File: config.mk
export PLATFORM = sky130hd
export DESIGN_NAME = multicycle_ctrl
export DESIGN_NICKNAME = d
export VERILOG_FILES = /design/src/rtl/multicycle_ctrl.sv
export SDC_FILE = /design/constraint.sdc
export NUM_CORES = 1
export LEC_CHECK = 0
export CORE_MARGIN = 3
export CORE_UTILIZATION = 35
export DETAILED_ROUTE_END_ITERATION = 6
export PLACE_DENSITY = 0.88
export SLEW_MARGIN = 20
export SYNTH_ARGS = -nofsm -noshare
export SYNTH_HDL_FRONTEND = slang
export SYNTH_SLANG_ARGS = --single-unit
File: constraint.sdc
create_clock -name clk -period 3.8 [get_ports clk]
set_input_delay 0.95 -clock clk [delete_from_list [all_inputs] [get_ports clk]]
set_output_delay 0.95 -clock clk [all_outputs]
set_load 0.05 [all_outputs]
File: src/rtl/multicycle_ctrl.sv
// multicycle_ctrl
//   Main sequencing controller for the multicycle datapath. One FSM steps each
//   instruction through fetch, decode, execute, memory and writeback. The block
//   also holds the registered NZCV flags that condition-code evaluation uses.
//
// Ports
//   clk, reset      clock and asynchronous active-high reset
//   Instr[31:0]     current instruction register
//   ALUFlags[3:0]   {N,Z,C,V} from the ALU (combinational)
//   PCWrite, RegWrite, IRWrite, AdrSrc, MemWrite     datapath/memory strobes
//   RegSrc, ALUSrcA, ALUSrcB, ResultSrc, ImmSrc      2-bit mux selects
//   ALUControl[3:0] ALU operation
//   FPUOp[1:0]      FPU operation, 2'b10 selects the ALU path
//   PCS, WAsel, ResultWEn, AandBWrite, RA2Sel         misc datapath controls
//   Flags[3:0]      registered NZCV
//   State[3:0]      current FSM state (debug)
module multicycle_ctrl #(
    parameter logic [3:0] RESET_STATE = 4'd0
) (
    input  logic        clk,
    input  logic        reset,
    input  logic [31:0] Instr,
    input  logic [3:0]  ALUFlags,
    output logic        PCWrite,
    output logic        RegWrite,
    output logic        IRWrite,
    output logic        AdrSrc,
    output logic        MemWrite,
    output logic [1:0]  RegSrc,
    output logic [1:0]  ALUSrcA,
    output logic [1:0]  ALUSrcB,
    output logic [1:0]  ResultSrc,
    output logic [1:0]  ImmSrc,
    output logic [3:0]  ALUControl,
    output logic [1:0]  FPUOp,
    output logic        PCS,
    output logic        WAsel,
    output logic        ResultWEn,
    output logic        AandBWrite,
    output logic        RA2Sel,
    output logic [3:0]  Flags,
    output logic [3:0]  State
);

    typedef enum logic [3:0] {
        FETCH  = 4'd0,
        DECODE = 4'd1,
        MEMADR = 4'd2,
        MEMRD  = 4'd3,
        MEMWB  = 4'd4,
        MEMWR  = 4'd5,
        EXECR  = 4'd6,
        EXECI  = 4'd7,
        ALUWB  = 4'd8,
        BRANCH = 4'd9,
        EXECFP = 4'd10,
        LWB_LO = 4'd11,
        LWB_HI = 4'd12
    } state_t;

    state_t      state;
    state_t      next_state;

    logic [1:0]  op;
    logic        i_bit;
    logic [3:0]  cmd;
    logic        s_bit;
    logic [3:0]  cond;
    logic        is_mul;
    logic        is_long_mul;
    logic        is_cmp;
    logic        is_load;
    logic        cond_ok;
    logic        flags_we;
    logic [3:0]  alu_ctrl_dec;
    logic        unused_instr_bits;

    assign op      = Instr[27:26];
    assign i_bit   = Instr[25];
    assign cmd     = Instr[24:21];
    assign s_bit   = Instr[20];
    assign cond    = Instr[31:28];
    assign is_load = Instr[20];

    // Register fields are consumed by the datapath, not by this controller.
    assign unused_instr_bits = &{1'b0, Instr[19:8], Instr[3:0]};

    // The multiply class overlaps the data-processing encoding space, so it
    // is recognised first and CMP is only decoded outside of it.
    assign is_mul      = (op == 2'b00) && !i_bit && (Instr[7:4] == 4'b1001);
    assign is_long_mul = is_mul && Instr[23];
    assign is_cmp      = !is_mul && (op == 2'b00) && (cmd == 4'b1010);

    always_comb begin
        alu_ctrl_dec = 4'b0010;
        if (is_mul) begin
            if (!Instr[23])
                alu_ctrl_dec = 4'b0000;
            else if (Instr[22])
                alu_ctrl_dec = 4'b0101;
            else
                alu_ctrl_dec = 4'b0100;
        end else begin
            case (cmd)
                4'b0100: alu_ctrl_dec = 4'b0010;
                4'b0010: alu_ctrl_dec = 4'b0011;
                4'b1010: alu_ctrl_dec = 4'b0011;
                4'b0000: alu_ctrl_dec = 4'b0110;
                4'b1100: alu_ctrl_dec = 4'b0111;
                default: alu_ctrl_dec = 4'b0010;
            endcase
        end
    end

    // Condition check uses the registered flags; Flags = {N,Z,C,V}.
    always_comb begin
        cond_ok = 1'b1;
        case (cond)
            4'b0000: cond_ok = Flags[2];
            4'b0001: cond_ok = !Flags[2];
            4'b1010: cond_ok = (Flags[3] == Flags[0]);
            4'b1011: cond_ok = (Flags[3] != Flags[0]);
            default: cond_ok = 1'b1;
        endcase
    end

    assign flags_we = ((state == EXECR) || (state == EXECI)) && (s_bit || is_cmp);

    always_ff @(posedge clk or posedge reset) begin
        if (reset)
            state <= state_t'(RESET_STATE);
        else
            state <= next_state;
    end

    always_ff @(posedge clk or posedge reset) begin
        if (reset)
            Flags <= 4'b0000;
        else if (flags_we)
            Flags <= ALUFlags;
    end

    assign State     = state;
    assign RegSrc[0] = (op == 2'b10);
    assign RegSrc[1] = (op == 2'b01) && !is_load;
    assign ImmSrc    = op;

    always_comb begin
        next_state = FETCH;
        PCWrite    = 1'b0;
        RegWrite   = 1'b0;
        IRWrite    = 1'b0;
        AdrSrc     = 1'b0;
        MemWrite   = 1'b0;
        ALUSrcA    = 2'b00;
        ALUSrcB    = 2'b00;
        ResultSrc  = 2'b00;
        ALUControl = 4'b0000;
        FPUOp      = 2'b10;
        PCS        = 1'b0;
        WAsel      = 1'b0;
        ResultWEn  = 1'b0;
        AandBWrite = 1'b0;
        RA2Sel     = 1'b0;

        case (state)
            FETCH: begin
                IRWrite    = 1'b1;
                ALUSrcA    = 2'b01;
                ALUSrcB    = 2'b10;
                ALUControl = 4'b0010;
                PCWrite    = 1'b1;
                next_state = DECODE;
            end
            DECODE: begin
                AandBWrite = 1'b1;
                RA2Sel     = (op == 2'b01) && !is_load;
                // A failed condition retires the instruction here with no
                // further side effects.
                if (!cond_ok)
                    next_state = FETCH;
                else if (op == 2'b01)
                    next_state = MEMADR;
                else if (op == 2'b10)
                    next_state = BRANCH;
                else if (op == 2'b11)
                    next_state = EXECFP;
                else if (is_mul || !i_bit)
                    next_state = EXECR;
                else
                    next_state = EXECI;
            end
            MEMADR: begin
                ALUSrcB    = 2'b01;
                ALUControl = 4'b0010;
                ResultWEn  = 1'b1;
                next_state = is_load ? MEMRD : MEMWR;
            end
            MEMRD: begin
                AdrSrc     = 1'b1;
                ALUSrcB    = 2'b01;
                ALUControl = 4'b0010;
                next_state = MEMWB;
            end
            MEMWR: begin
                AdrSrc     = 1'b1;
                ALUSrcB    = 2'b01;
                ALUControl = 4'b0010;
                MemWrite   = 1'b1;
                next_state = FETCH;
            end
            MEMWB: begin
                ResultSrc  = 2'b01;
                RegWrite   = 1'b1;
                next_state = FETCH;
            end
            EXECR, EXECI: begin
                ALUSrcB    = (state == EXECI) ? 2'b01 : 2'b00;
                ALUControl = alu_ctrl_dec;
                ResultWEn  = 1'b1;
                if (is_long_mul)
                    next_state = LWB_LO;
                else if (is_cmp)
                    next_state = FETCH;
                else
                    next_state = ALUWB;
            end
            ALUWB: begin
                RegWrite   = 1'b1;
                next_state = FETCH;
            end
            LWB_LO: begin
                ResultSrc  = 2'b10;
                RegWrite   = 1'b1;
                next_state = LWB_HI;
            end
            LWB_HI: begin
                ResultSrc  = 2'b11;
                RegWrite   = 1'b1;
                WAsel      = 1'b1;
                next_state = FETCH;
            end
            EXECFP: begin
                FPUOp      = {1'b0, Instr[20]};
                ResultWEn  = 1'b1;
                next_state = ALUWB;
            end
            BRANCH: begin
                ALUSrcA    = 2'b01;
                ALUSrcB    = 2'b01;
                ALUControl = 4'b0010;
                PCWrite    = 1'b1;
                PCS        = 1'b1;
                next_state = FETCH;
            end
            default: next_state = FETCH;
        endcase
    end

endmodule

==> summary.txt <==
STA
  – Final hold vios: 0
  – RSZ-0062 raised after global routing: no
  – Setup Skew: 0.00421 ns
  – TNS Setup: 0 ns
  – Period utilisation layout: 0.951
  – Finish-stage setup viols: 0
  – Max_slew headroom: 0.636
  – Final Max Slew Viols: 0
  – Worst slew pin tran: 0.545 ns
  – Final Critical Period: 3.61 ns
  – FMAX: 0.277 GHz

Floorplan
  – Die width: 55.9 um
  – Die ar.: 0.00312 mm^2
  – # IOs: 72
  – Site Rows: 17
  – Core Box Area: 0.00228 mm^2
  – Starting Density: 0.383
  – Die Ht: 55.9 um

Global route
  – Grt total ovfl: 0
  – Largest net degree at the start of global routing: 18
  – Global-route wire length before repair: 4770 um
  – Vias in the first global route: 1,056
  – Total GRT Usage: 0.183
  – Initial antenna violation count: 0

Layout
  – Share of cells above drive strength 1: 0.136
  – Antenna Cells: 0
  – P&R area growth vs syn: 66.5%
  – Nets: 202
  – Util after Layout: 0.637
  – Non-Filler Instances: 190

Job
  – Max-Cap Viols: 0

Clock tree
  – Post-CTS Setup Bufs: 0
  – Clk buf depth: 2
  – Clock root buffer: clkbuf_4
  – Clock-pin slew of the registers on the worst-case setup and hold paths: 0.06 ns
  – Clk sinks: 8
  – Post_cts resized: 0
  – CTS H-tree lvls: 1
  – CTS buffer count: 3
  – Clk Latency, worst-skew pair: 0.26 ns
  – Hold Buf Count CTS: 0
  – TritonCTS clock tree: yes

Logic synthesis
  – Synth cell types: 42
  – Top cell type's share of synthesized area: 0.230
  – Synth area leader: dfrtp_1
  – Number of enable flip-flop cells after synthesis: 0
  – Most used DFF post-synth: dfrtp_1
  – Yosys reg bits: 8
  – Post-synth top cells: nor2_1 (12), dfrtp_1 (8)
  – Synth warnings: 0
  – Avg Cell Area, Syn: 7.57 um^2
  – Synth Instances: 115
  – Sequential area share after synthesis: 0.230
  – Top-count cell post-synth: nor2_1
  – Mapped cell area: 871 um^2
  – Synth async-reset ratio: 1.00
  – Top cells by area, synth: dfrtp_1 (23%), buf_4 (5.2%), nor2_1 (5.2%)

Pwr
  – Reg power frac: 0.166
  – Clock share of power: 0.061
  – VDD IR-drop max: 0.585 mV
  – Total power: 0.00109 W
  – Psw: 0.000657 W
  – Logic pwr share: 0.773
  – P_int: 0.000437 W
  – Sw Share: 0.601
  – Power Density: 755 mW/mm^2
  – Static leakage: 0.569 nW

Detailed routing
  – Post-DR vias/cell: 5.55
  – 1st-pass router iterations: 4
  – Routed Antenna Nets: 0
  – Drt drc: 0
  – Via count: 1,055
  – DR WL/cell: 14.8 um
  – Initial DRC count: 33
  – Drt total wl: 2820 um

Worst setup path
  – Crit-path cells: clkdlybuf4s50_1 -> nor4b_4 -> nand3_1 -> mux2i_1 -> o22ai_1 -> buf_12
  – Crit path largest cell delay: 0.46 ns
  – Crit path kind: in -> out
  – Setup crit end kind: primary output
  – Crit path max-delay cell type: clkdlybuf4s50_1
  – CP startpoint: Instr[25]
  – RR Startpoint: State[2]
  – CP Launch Type: input port
  – Crit path max fanout: 5
  – Buf/Inv on CP: 2
  – CP required: 2.85 ns
  – Worst EP arrival: 2.66 ns
  – CP delay by family, top: buffers and inverters

Placed design
  – Number of buffers inserted by port buffering: 53
  – Global placer's final weighted congestion: 0.815
  – Cells after DPL: 187
  – Final HPWL DP: 2220 um

Min path
  – Worst min path class: reg -> reg
  – Hold Crit Start: Flags[1]

Run status
  – Outcome: complete, no violations
==> layer usage <==
| metal | global-route usage | up-vias | share of wire |
|---|---|---|---|
| li1 | - | 510 | - |
| met2 | 0.333 | 60 | 0.50 |
| met4 | 0.0814 | 0 | 0.021 |
| met1 | 0.204 | 475 | 0.38 |
| met5 | 0 | - | 0 |
| met3 | 0.0348 | 10 | 0.089 |
==> registers in the layout, summed over array words and instances, names as in the netlist <==
| signal | flops |
|---|---|
| State | 4 |
| Flags | 4 |
==> tightest hold or removal path: cells and delay by family, from the launching register on <==
kind | cells | cell delay [ns]
compound gates | 1 | 0.10
buf+inv | 1 | 0.07
flops | 1 | 0.38
==> path summary, 6_finish.rpt <==
kind / to / cells after the start / slack (ns)
hold / removal: Flags[1] / 2 / 0.59
hold reg to reg: Flags[1] / 2 / 0.59
max in group asynchronous: State[2] / 2 / 2.63
setup reg to reg: Flags[0] / 4 / 2.05
min in group asynchronous: Flags[1] / 2 / 0.93
setup / recovery: ALUControl[0] / 6 / 0.19
==> logic make-up after synthesis <==
group,synth area share
flip-flops,0.230
XOR/XNOR,0.0402
multiplexers,0.0115
buffers and inverters,0.111
AND/OR/NAND/NOR,0.375
AO/OA/AOI/OAI,0.228
other,0.00431
==> power by group through the flow <==
stage	combinational [W]	sequential, W	clock (W)
floorplan	0.000561	0.000216	0
global placement	0.000833	0.000177	0
detailed placement	0.000848	0.000182	0
CTS	0.000850	0.000180	0.0000682
global route	0.000888	0.000189	0.0000696
finish	0.000846	0.000182	0.0000664
==> through the flow <==
stage	hold WS, ns	instance area [um^2]	setup WS, ns
after floorplan	0.766	881	0.133
after global placement	0.579	1430	0.230
after detailed placement	0.584	1430	0.218
after CTS	0.593	1450	0.203
after global routing	0.627	1450	0.0695
final	0.594	1450	0.187
==> placed cells by master (no fill, tap or decap), types with 5 or more instances in the layout <==
| master | count |
|---|---|
| nor2_1 | 12 |
| dfrtp_1 | 8 |
| nand4_1 | 5 |
| clkdlybuf4s50_1 | 46 |
| nand2_1 | 6 |
| o21ai_0 | 5 |
| nor2b_1 | 6 |
| buf_4 | 6 |
| inv_1 | 6 |
==> final cells by class <==
cell class / count / area (um^2)
sequential: 8 / 200
clock buffer: 3 / 22.5
timing repair buffer: 56 / 586
fill: 184 / 826
tap: 28 / 35.0
multi-input combinational: 89 / 584
inverter: 6 / 22.5
Note: power is estimated with default switching activity, not from simulation.
